### src/rtl/reset_ctrl_pkg.sv
// reset_ctrl_pkg: shared state encoding and restart-counter width for reset_ctrl
package reset_ctrl_pkg;
    typedef enum logic [1:0] {HOLD, RUN, TRAPPED, WAIT} state_t;
    localparam int COUNT_W = 8;
endpackage

### src/rtl/debounce.sv
// debounce: 2-FF synchroniser plus consecutive-sample counter for an active-low button
module debounce #(
    parameter int DEBOUNCE_CYCLES = 20000
) (
    input  logic clk,
    input  logic reset,
    input  logic btn_n,
    output logic btn_db
);
    localparam int W = $clog2(DEBOUNCE_CYCLES + 1);

    logic [1:0]   sync;
    logic [W-1:0] cnt;

    always_ff @(posedge clk) begin
        if (reset) begin
            sync   <= 2'b11;
            btn_db <= 1'b1;
            cnt    <= '0;
        end else begin
            sync <= {sync[0], btn_n};
            if (sync[1] == btn_db) begin
                cnt <= '0;
            end else if (cnt == W'(DEBOUNCE_CYCLES - 1)) begin
                btn_db <= sync[1];
                cnt    <= '0;
            end else begin
                cnt <= cnt + W'(1);
            end
        end
    end
endmodule

### src/rtl/reset_ctrl.sv
// reset_ctrl: button/trap reset sequencer; define TRAP_AUTORESTART_EN for timed restart after a trap
module reset_ctrl
    import reset_ctrl_pkg::*;
#(
    parameter int DEBOUNCE_CYCLES = 20000,
    parameter int HOLD_CYCLES     = 16,
    parameter int RESTART_CYCLES  = 2000000
) (
    input  logic               clk,
    input  logic               reset,
    input  logic               btn_n,
    input  logic               trap,
    output logic               power_on_reset,
    output logic               running,
    output logic               trapped,
    output logic [COUNT_W-1:0] reset_count
);
    localparam int HW = $clog2(HOLD_CYCLES + 1);

    if (DEBOUNCE_CYCLES < 1 || HOLD_CYCLES < 1 || RESTART_CYCLES < 1) begin : g_param_check
        $error("reset_ctrl: cycle parameters must be >= 1");
    end

    state_t        state, next;
    logic          btn_db, btn_prev, press;
    logic [HW-1:0] hold_cnt;

    debounce #(.DEBOUNCE_CYCLES(DEBOUNCE_CYCLES)) u_debounce (
        .clk   (clk),
        .reset (reset),
        .btn_n (btn_n),
        .btn_db(btn_db)
    );

    assign press = btn_prev & ~btn_db;

`ifdef TRAP_AUTORESTART_EN
    localparam int RW = $clog2(RESTART_CYCLES + 1);
    logic [RW-1:0] wait_cnt;
    logic          restart_done;
    assign restart_done = wait_cnt == RW'(RESTART_CYCLES - 1);
    always_ff @(posedge clk) begin
        if (reset) wait_cnt <= '0;
        else       wait_cnt <= (state == WAIT) ? wait_cnt + RW'(1) : '0;
    end
`endif

    always_ff @(posedge clk) begin
        if (reset) state <= HOLD;
        else       state <= next;
    end

    always_ff @(posedge clk) begin
        if (reset) begin
            btn_prev    <= 1'b1;
            hold_cnt    <= HW'(HOLD_CYCLES);
            reset_count <= '0;
        end else begin
            btn_prev <= btn_db;
            // countdown only runs once the button is released; held button keeps reloading
            hold_cnt <= (state != HOLD || !btn_db) ? HW'(HOLD_CYCLES) : hold_cnt - HW'(1);
            if (state != HOLD && next == HOLD && reset_count != '1)
                reset_count <= reset_count + COUNT_W'(1);
        end
    end

    always_comb begin
        next = state;
        case (state)
            HOLD:    next = (btn_db && hold_cnt <= HW'(1)) ? RUN : HOLD;
            RUN:     next = press ? HOLD : trap ? TRAPPED : RUN;
`ifdef TRAP_AUTORESTART_EN
            TRAPPED: next = press ? HOLD : WAIT;
            WAIT:    next = (press || restart_done) ? HOLD : WAIT;
`else
            TRAPPED: next = press ? HOLD : TRAPPED;
`endif
            default: next = HOLD;
        endcase
    end

    always_comb begin
        power_on_reset = state == HOLD;
        running        = state == RUN;
        trapped        = state == TRAPPED || state == WAIT;
    end
endmodule
### config.mk
export PLATFORM = sky130hd
export DESIGN_NAME = reset_ctrl
export DESIGN_NICKNAME = d
export VERILOG_FILES = /design/src/rtl/reset_ctrl_pkg.sv /design/src/rtl/debounce.sv /design/src/rtl/reset_ctrl.sv
export SDC_FILE = /design/constraint.sdc
export NUM_CORES = 1
export LEC_CHECK = 0
export BUFFER_PORTS_ARGS = -buffer_cell sky130_fd_sc_hd__buf_2
export CORE_MARGIN = 4
export CORE_UTILIZATION = 39
export CTS_CLUSTER_SIZE = 40
export DETAILED_ROUTE_END_ITERATION = 10
export PLACE_DENSITY = 0.53
export SETUP_SLACK_MARGIN = 0.2
export SYNTH_ARGS = -nofsm -noshare
export SYNTH_HDL_FRONTEND = slang
export SYNTH_SLANG_ARGS = --single-unit
### constraint.sdc
create_clock -name clk -period 5.3 [get_ports clk]
set_input_delay 1.06 -clock clk [delete_from_list [all_inputs] [get_ports clk]]
set_output_delay 1.06 -clock clk [all_outputs]
set_load 0.01 [all_outputs]
After elaboration in Yosys (flattened, before gate mapping)
Index checks and enable logic that the tools add are counted.
{ "word_totals": {"ramBits": 0, "mem_bits_ro": 0, "latchBits": 0, "elab_cells": 37, "register_bits": 34, "n_memories": 0, "output_inout_bits": 11, "in_bits": 4} }
{ "classes": {"multipliers": 0, "bitwise_logic": 3, "n_addsub": 3, "mux": 5, "magnitude_cmp": 1, "reduce_logical": 12, "shifts": 0, "n_eq_ne": 6, "div": 0} }
{ "ops": {"columns": ["op", "count"], "rows": [
  ["$add 15x1->15 const B", 1],
  ["$eq 15x15->1 const B", 1],
  ["$add 8x1->8 const B", 1],
  ["$ne 8x8->1 const B", 1],
  ["$mux 2", 3],
  ["$pmux 2 s3", 1],
  ["$le 5x1->1 const B", 1],
  ["$sub 5x1->5 const B", 1],
  ["$eq 2x2->1 const B", 2],
  ["$logic_not 2->1", 2],
  ["$logic_and 1x1->1", 3],
  ["$reduce_or 3->1", 1],
  ["$eq 2x1->1 const B", 1],
  ["$logic_or 1x1->1", 2],
  ["$not 1->1", 2],
  ["$reduce_and 2->1", 1],
  ["$reduce_bool 2->1", 1],
  ["$reduce_or 2->1", 1],
  ["$and 1x1->1", 1],
  ["$eq 1x1->1", 1],
  ["$logic_not 1->1", 1],
  ["$mux 1", 1]
]} }

Depth between registers and ports, before layout
Gate-level depths: netlist of run 1.
{ "depth": {"depth_word": 7, "depth_mapped": 6, "depth_no_buf": 6} }

Cells and area by module
A second synthesis of run 1 with hierarchy kept.
{ "hier_totals": {"hier_cells": 171, "area_unflattened_um2": 1570.3} }
{ "modules_own_cells": {"columns": ["module", "cells_each", "area_each_um2", "instances", "seq_area_each_um2"], "rows": [
  ["debounce", 81, 797.0, 1, 360.3],
  ["reset_ctrl", 90, 773.2, 1, 320.3]
]} }

Worst setup path before layout of run 1
No wires, ideal clock.
{ "synth_timing": {"path_type": "input -> register", "start": "input port trap", "end": "register reset_count[5]", "path_buffers": 0, "t_arrival_ns": 1.976, "path_slack_ns": 3.204, "setup_ns": 0.121, "required_ns": 5.179, "path_stages": 4, "cell_sequence": "a21oi_1 > o22ai_2 > nor4_1 > mux2_2"} }
{ "synth_between": {"elab_chain_cells": 6} }
{ "synth_lines": {"columns": ["item", "line_no", "text"], "rows": [
  ["start, declared", "reset_ctrl.sv:12", "input logic trap,"],
  ["$mux 2 (2 in a row)", "reset_ctrl.sv:71", "RUN: next = press ? HOLD : trap ? TRAPPED : RUN;"],
  ["$pmux 2 s3", "reset_ctrl.sv:69", "case (state)"],
  ["$logic_not 2->1", "reset_ctrl.sv:62", "if (state != HOLD && next == HOLD && reset_count != '1)"],
  ["$logic_and 1x1->1 (2 in a row)", "reset_ctrl.sv:62", null],
  ["end signal, assigned", "reset_ctrl.sv:63", "reset_count <= reset_count + COUNT_W'(1);"],
  ["end, declared", "reset_ctrl.sv:16", "output logic [COUNT_W-1:0] reset_count"]
]} }
Every way passes these cells.
A chain may end at the register's enable or synchronous reset.

Worst setup path after layout of run 1
{ "layout_timing": {"start": "register state[0]", "end": "output port running"} }
{ "layout_between": {"elab_chain_cells": 1} }
{ "layout_lines": {"columns": ["item", "line_no", "text"], "rows": [
  ["start, declared", "reset_ctrl.sv:24", "state_t state, next;"],
  ["start signal, assigned", "reset_ctrl.sv:50", "else state <= next;"],
  ["$eq 2x1->1", "reset_ctrl.sv:84", "running = state == RUN;"],
  ["end, declared", "reset_ctrl.sv:14", "output logic running,"]
]} }
Every way passes these cells.

==> flow_summary.toml, run 1 <==
[synth]
synthesis.nets = 181
synth_top_area_share = 0.438
synth.avg_cell_area_um2 = 8.98
synth.ff_latch_count = 34
synth_flop_cell = "dfxtp_1"
synth_area_leaders = "dfxtp_1 (44%), nor2_1 (8.0%), xnor2_1 (4.5%)"
yosysUniqueCellTypes = 32
yosysSeqAreaShare = 0.438
synth_warnings = 0
synth_edf_count = 0
yosysTopAreaCell = "dfxtp_1"
synth_common_cells = "dfxtp_1 (34), nor2_1 (33), nand2_1 (11)"
synthArstFlopShare = 0
synth.most_common_cell = "dfxtp_1"
synth_area_mm2 = 0.00155
syn_inst = 173

[sta]
setup_viol = 0
min_period_ns = 2.15
hold_viol = 0
slew_headroom = 0.627
worst_pin_slew_ns = 0.558
worst_slack_ns = 3.15
fin_crit_sh = 0.405
tns_ns = 0
achievable-frequency_mhz = 466
worst_clock_skew_ns = 0.00416
drv_slew = 0
rsz0062_at_grt = "false"

[setup_path]
crit_start = "state[0]"
criticalPathCategory = "register to primary output"
r2r_end = "reset_count[5]"
critPathArrivalTime_ns = 1.09
path_cells = "inv_1 -> nor2_1 -> buf_2"
required_ns = 4.24
slowest_delay_ns = 0.40
cp_max_fo = 4
r2r_setup_slack_ns = 3.46
reg2regPathDepth = 6
setup.worst_path.start_class = "register"
endpoint_kind = "primary output"
r2r_start = "hold_cnt[1]"
cpMaxStageDelayCell = "dfxtp_1"
endpoint = "running"

[global_routing]
grtUsageMet2 = 0.204
grt_pass1_vias = 1160
grt.total_usage = 0.123
grt_max_degree = 23
grt_pass1_wl_mm = 4.89
grtUsageMet1 = 0.132
overflow = 0
antenna_found_initial = 0
grtUsageMet3 = 0.0511
grt.busiest_layer = "met2"

[clocking]
cts-root-buf = "clkbuf_8"
clock-sinks = 34
insertion_delay_ns = 0.29
clk_path_buf_depth = 2
cts_setup_buffers = 0
cts_hold_buf = 0
path_clk_slew_ns = 0.07
ctsResizeCount = 0
cts_tree = "built"
h-tree-depth = 2
cts_buffers = 5

[routing]
route.detailed.drc = 0
ant_nets = 0
via_per_inst = 4.97
vias = 1188
dr.pass1.iters = 4
routedWlPerCell_um = 11.5
drtIter0Drc = 48
wl_mm = 2.75

[floorplan]
num_io_pins = 15
die_h_um = 71.1
core_area_mm2 = 0.00374
die-area_mm2 = 0.00506
row_count = 22
initial_core_util = 0.415
die_w_um = 71.1

[placed_design]
gp_congestion = 0.852
dp_slack_ns = 2.95
dp_hpwl_mm = 2.02
io_buffers = 14
place_area_mm2 = 0.00166

[power_and_ir_drop]
power_frac_seq = 0.483
clkPwrFrac = 0.363
p_sw_frac = 0.262
p_sw_mw = 0.160
p_leak_nw = 0.698
p_per_area_mw_per_mm2 = 344
ir_drop_v = 0.000207
power.internal_mw = 0.450
pwr-share-comb = 0.154

[run]
max-cap-violations = 0

[cells_and_area]
drive_above_1_share = 0.183
fin_area_mm2 = 0.00177
area_growth_pct = 14.2
n_antenna_cell = 0
final_util = 0.474
fin_nets = 198

[status]
status = "completed"

[min_path]
min_path_type = "register to register"
hold_depth = 1
-- critical path: cells and delay by family, from the launching register on --
family	cells	cell delay (ns)
buffers and inverters	2	0.27
flip-flops	1	0.40
AND/OR/NAND/NOR	1	0.14
-- cell usage in the layout, fill, tap and decap left out --
cell,n
nand2b_1,2
buf_2,14
o31ai_1,2
nor2b_1,7
or4_1,2
a21oi_1,5
or2_2,3
and3_1,6
o22ai_2,1
clkbuf_8,8
nand2_1,11
o41ai_4,1
nor3b_2,1
mux2i_1,1
nand4_1,4
nor3_1,6
and4_1,2
xor2_1,8
nor4_1,4
xnor2_1,8
mux2_2,5
o2111ai_2,1
ha_1,4
nand3_1,6
inv_1,7
o21bai_1,1
dfxtp_1,34
nand3b_1,1
nand4bb_1,1
nor2_1,33
nor2_2,1
a211o_1,1
-- worst min path at each step --
stage / from / to / slack (ns)
final: u_debounce.sync[0] / u_debounce.sync[1] / 0.41
after floorplan: u_debounce.sync[0] / u_debounce.sync[1] / 0.39
after global routing: u_debounce.sync[0] / u_debounce.sync[1] / 0.44
after detailed placement: u_debounce.sync[0] / u_debounce.sync[1] / 0.40
after global placement: u_debounce.sync[0] / u_debounce.sync[1] / 0.39
after CTS: u_debounce.sync[0] / u_debounce.sync[1] / 0.42
-- final cells by class --
cell class                 count  area, µm²
sequential                    34        681
inverter                       7       26.3
tap                           48       60.1
multi-input combinational    128        826
fill                         385       1970
clock buffer                   8        110
timing repair buffer          14       70.1
-- logic make-up (layout without fill, tap and decap cells) --
kind of cell,after synthesis,in the layout,synth area share
AOI/OAI and AO/OA,12,12,0.0717
xor gates and xnor gates,16,16,0.0903
and+or+nand+nor,90,90,0.295
buffers and inverters,11,29,0.0298
muxes,6,6,0.0427
DFF,34,34,0.438
adders and majority gates,4,4,0.0322
-- layer usage --
metal / vias to the layer above / share of wire
met1: 548 / 0.45
met2: 12 / 0.48
met3: 6 / 0.042
met4: 0 / 0.026
met5: - / 0
li1: 622 / -
-- per-stage QoR --
stage / hold slack, ns / cells / power, mW
floorplan: 0.389 / 173 / 0.375
global placement: 0.393 / 231 / 0.392
detailed placement: 0.402 / 231 / 0.396
CTS: 0.417 / 239 / 0.620
global route: 0.440 / 239 / 0.644
finish: 0.410 / 239 / 0.610
-- registers in the layout, summed over array words and instances (netlist names) --
name               flops
u_debounce.cnt        15
reset_count            8
hold_cnt               5
state                  2
u_debounce.sync        2
btn_prev               1
u_debounce.btn_db      1
-- power by group through the flow --
stage | logic, mW | registers [mW] | clock network, mW
6_report | 0.0938 | 0.295 | 0.222
5_1_grt | 0.106 | 0.298 | 0.240
4_1_cts | 0.0959 | 0.295 | 0.229
3_5_place_dp | 0.0948 | 0.301 | 0
3_3_place_gp | 0.0913 | 0.301 | 0
2_1_floorplan | 0.0777 | 0.297 | 0
(Power assumes the default switching activity.)
==> run 2: changes to the inputs <==
--- a/config.mk
+++ b/config.mk
@@ -5,6 +5,7 @@
 export SDC_FILE = /design/constraint.sdc
 export NUM_CORES = 1
 export LEC_CHECK = 0
+export ABC_AREA = 1
 export BUFFER_PORTS_ARGS = -buffer_cell sky130_fd_sc_hd__buf_2
 export CORE_MARGIN = 4
 export CORE_UTILIZATION = 39
==> constraint.sdc (replaced) <==
create_clock -name clk -period 2.1 [get_ports clk]
set_input_delay 0.42 -clock clk [delete_from_list [all_inputs] [get_ports clk]]
set_output_delay 0.42 -clock clk [all_outputs]
set_load 0.01 [all_outputs]
==> flow_summary.toml, run 2 <==
[global_routing]
grt.total_usage = 0.135
grt_max_degree = 15
overflow = 0
grt_pass1_wl_mm = 5.62
antenna_found_initial = 0
grt_pass1_vias = 1288

[sta]
fin_crit_sh = 0.759
min_period_ns = 1.59
setup_viol = 0
rsz0062_at_grt = "false"
worst_clock_skew_ns = 0.00389
achievable-frequency_mhz = 627
drv_slew = 0
worst_pin_slew_ns = 0.410
slew_headroom = 0.724
tns_ns = 0
hold_viol = 0

[clocking]
ctsResizeCount = 0
cts_buffers = 5
path_clk_slew_ns = 0.06
cts-root-buf = "clkbuf_8"
insertion_delay_ns = 0.28
cts_tree = "built"
cts_hold_buf = 0
clock-sinks = 34
cts_setup_buffers = 0
clk_path_buf_depth = 2
h-tree-depth = 2

[setup_path]
required_ns = 2.26
path_cells = "ha_1 -> nand2_1 -> nor2_4 -> inv_2 -> nor2_1 -> nand3_1 -> nand2_2 -> a21oi_1"
endpoint_kind = "register"
cpMaxStageDelayCell = "dfxtp_1"
setup.worst_path.start_class = "register"
criticalPathCategory = "register to register"
critPathArrivalTime_ns = 1.75
cp_max_fo = 14
slowest_delay_ns = 0.35

[synth]
yosysUniqueCellTypes = 29
syn_inst = 220
synth_common_cells = "nand2_1 (44), dfxtp_1 (34), nor2_1 (30)"
synth.ff_latch_count = 34
synth_area_leaders = "dfxtp_1 (41%), nand2_1 (10%), nor2_1 (6.8%)"
synth_area_mm2 = 0.00165
yosysSeqAreaShare = 0.412
synthesis.nets = 228
synth_top_area_share = 0.412
synth_flop_cell = "dfxtp_1"
synthArstFlopShare = 0
synth_warnings = 0
yosysTopAreaCell = "dfxtp_1"
synth.avg_cell_area_um2 = 7.51
synth.most_common_cell = "nand2_1"
synth_edf_count = 0

[power_and_ir_drop]
p_leak_nw = 0.689
p_per_area_mw_per_mm2 = 805
ir_drop_v = 0.000325

[cells_and_area]
fin_cells = 289
drive_above_1_share = 0.167
n_antenna_cell = 0
seq_area_um2 = 681
multi_input_area_um2 = 863
top_register = "u_debounce.cnt"
fillCellCount = 429
final_cell_mix = "nand2_1 (44), dfxtp_1 (34), nor2_1 (30)"
fin_area_mm2 = 0.00185
fin_nets = 246
top_regs = "u_debounce.cnt x15, reset_count x8, hold_cnt x5"
final_common_cell = "nand2_1"
largest_reg_flops = 15
area_growth_pct = 12.2

[floorplan]
die-area_mm2 = 0.00534
num_io_pins = 15
die_h_um = 73.1
die_w_um = 73.1
row_count = 23
core_area_mm2 = 0.00406
initial_core_util = 0.407

[run]
max-cap-violations = 0

[placed_design]
place_area_mm2 = 0.00176
gp_congestion = 0.748
io_buffers = 14
dp_hpwl_mm = 2.22
dp_cells = 281

[routing]
wl_mm = 3.12
routedWlPerCell_um = 10.8
route.detailed.drc = 0
ant_nets = 0
vias = 1384
drtIter0Drc = 81
dr.pass1.iters = 4
via_per_inst = 4.79

[min_path]
min_path_type = "input pin to register"

[status]
status = "completed"
-- run 2: cell count changes after synthesis, sizes merged, moves of 3 or more --
cell,delta
nand2,+36
inv,+14
nand3,+14
a21oi,+12
nor2b,-7
mux2,-5
and3,-4
o21ai,+4
xnor2,-4
nor2,+3
xor2,-3
-- run 2: critical path, delay by kind of cell (launching register included) --
| kind | cells | cell delay (ns) |
|---|---|---|
| AND/OR/NAND/NOR | 5 | 0.80 |
| AO/OA/AOI/OAI | 1 | 0.08 |
| buffers and inverters | 1 | 0.05 |
| adder cells (fa/ha/maj) | 1 | 0.19 |
| flip-flops | 1 | 0.35 |
-- run 2: cell families (layout without fill, tap and decap cells) --
family                     count (synthesis)  count (layout)  share of synthesized area
AOI/OAI and AO/OA                         24              24                     0.0787
xor gates and xnor gates                   9               9                     0.0477
adders and majority gates                  4               4                     0.0303
buffers and inverters                     25              44                     0.0659
DFF                                       34              34                      0.412
and+or+nand+nor                          124             124                      0.366
-- run 2: where the power goes --
| part | internal (mW) | switching, mW | total (mW) |
|---|---|---|---|
| clock network | 0.264 | 0.233 | 0.498 |
| logic | 0.103 | 0.146 | 0.249 |
| registers | 0.697 | 0.0486 | 0.745 |
-- run 2: metal layers --
layer,up-vias,GRT usage,wire length (µm)
met5,-,0,0
met4,0,0.0840,71
met3,8,0.0372,113
met2,25,0.184,1330
met1,605,0.186,1610
li1,746,-,-
-- run 2: worst paths after layout --
kind / endpoint / depth (start not counted) / slack, ns / startpoint
max: u_debounce.cnt[3] / 8 / 0.51 / u_debounce.cnt[0]
min: u_debounce.sync[0] / 2 / 0.32 / btn_n
min reg2reg: u_debounce.sync[1] / 1 / 0.42 / u_debounce.sync[0]
max reg2reg: u_debounce.cnt[3] / 8 / 0.51 / u_debounce.cnt[0]
-- run 2: area by class of cell --
type / instances / area share
multi-input cells: 161 / 0.466
flip-flops and latches: 34 / 0.367
clock buffers: 7 / 0.0466
inverters: 21 / 0.0425
repair buffers: 15 / 0.0418
well taps: 50 / 0.0337
clock inverters: 1 / 0.00270
-- run 2: stage by stage --
stage / setup WS, ns / util / hold slack [ns] / power, mW
CTS: 0.477 / 0.457 / 0.306 / 1.52
finish: 0.506 / 0.457 / 0.318 / 1.49
detailed placement: 0.484 / 0.434 / 0.408 / 1.01
global placement: 0.492 / 0.434 / 0.401 / 1.01
floorplan: 0.694 / - / 0.389 / 0.950
global route: 0.350 / 0.457 / 0.308 / 1.59
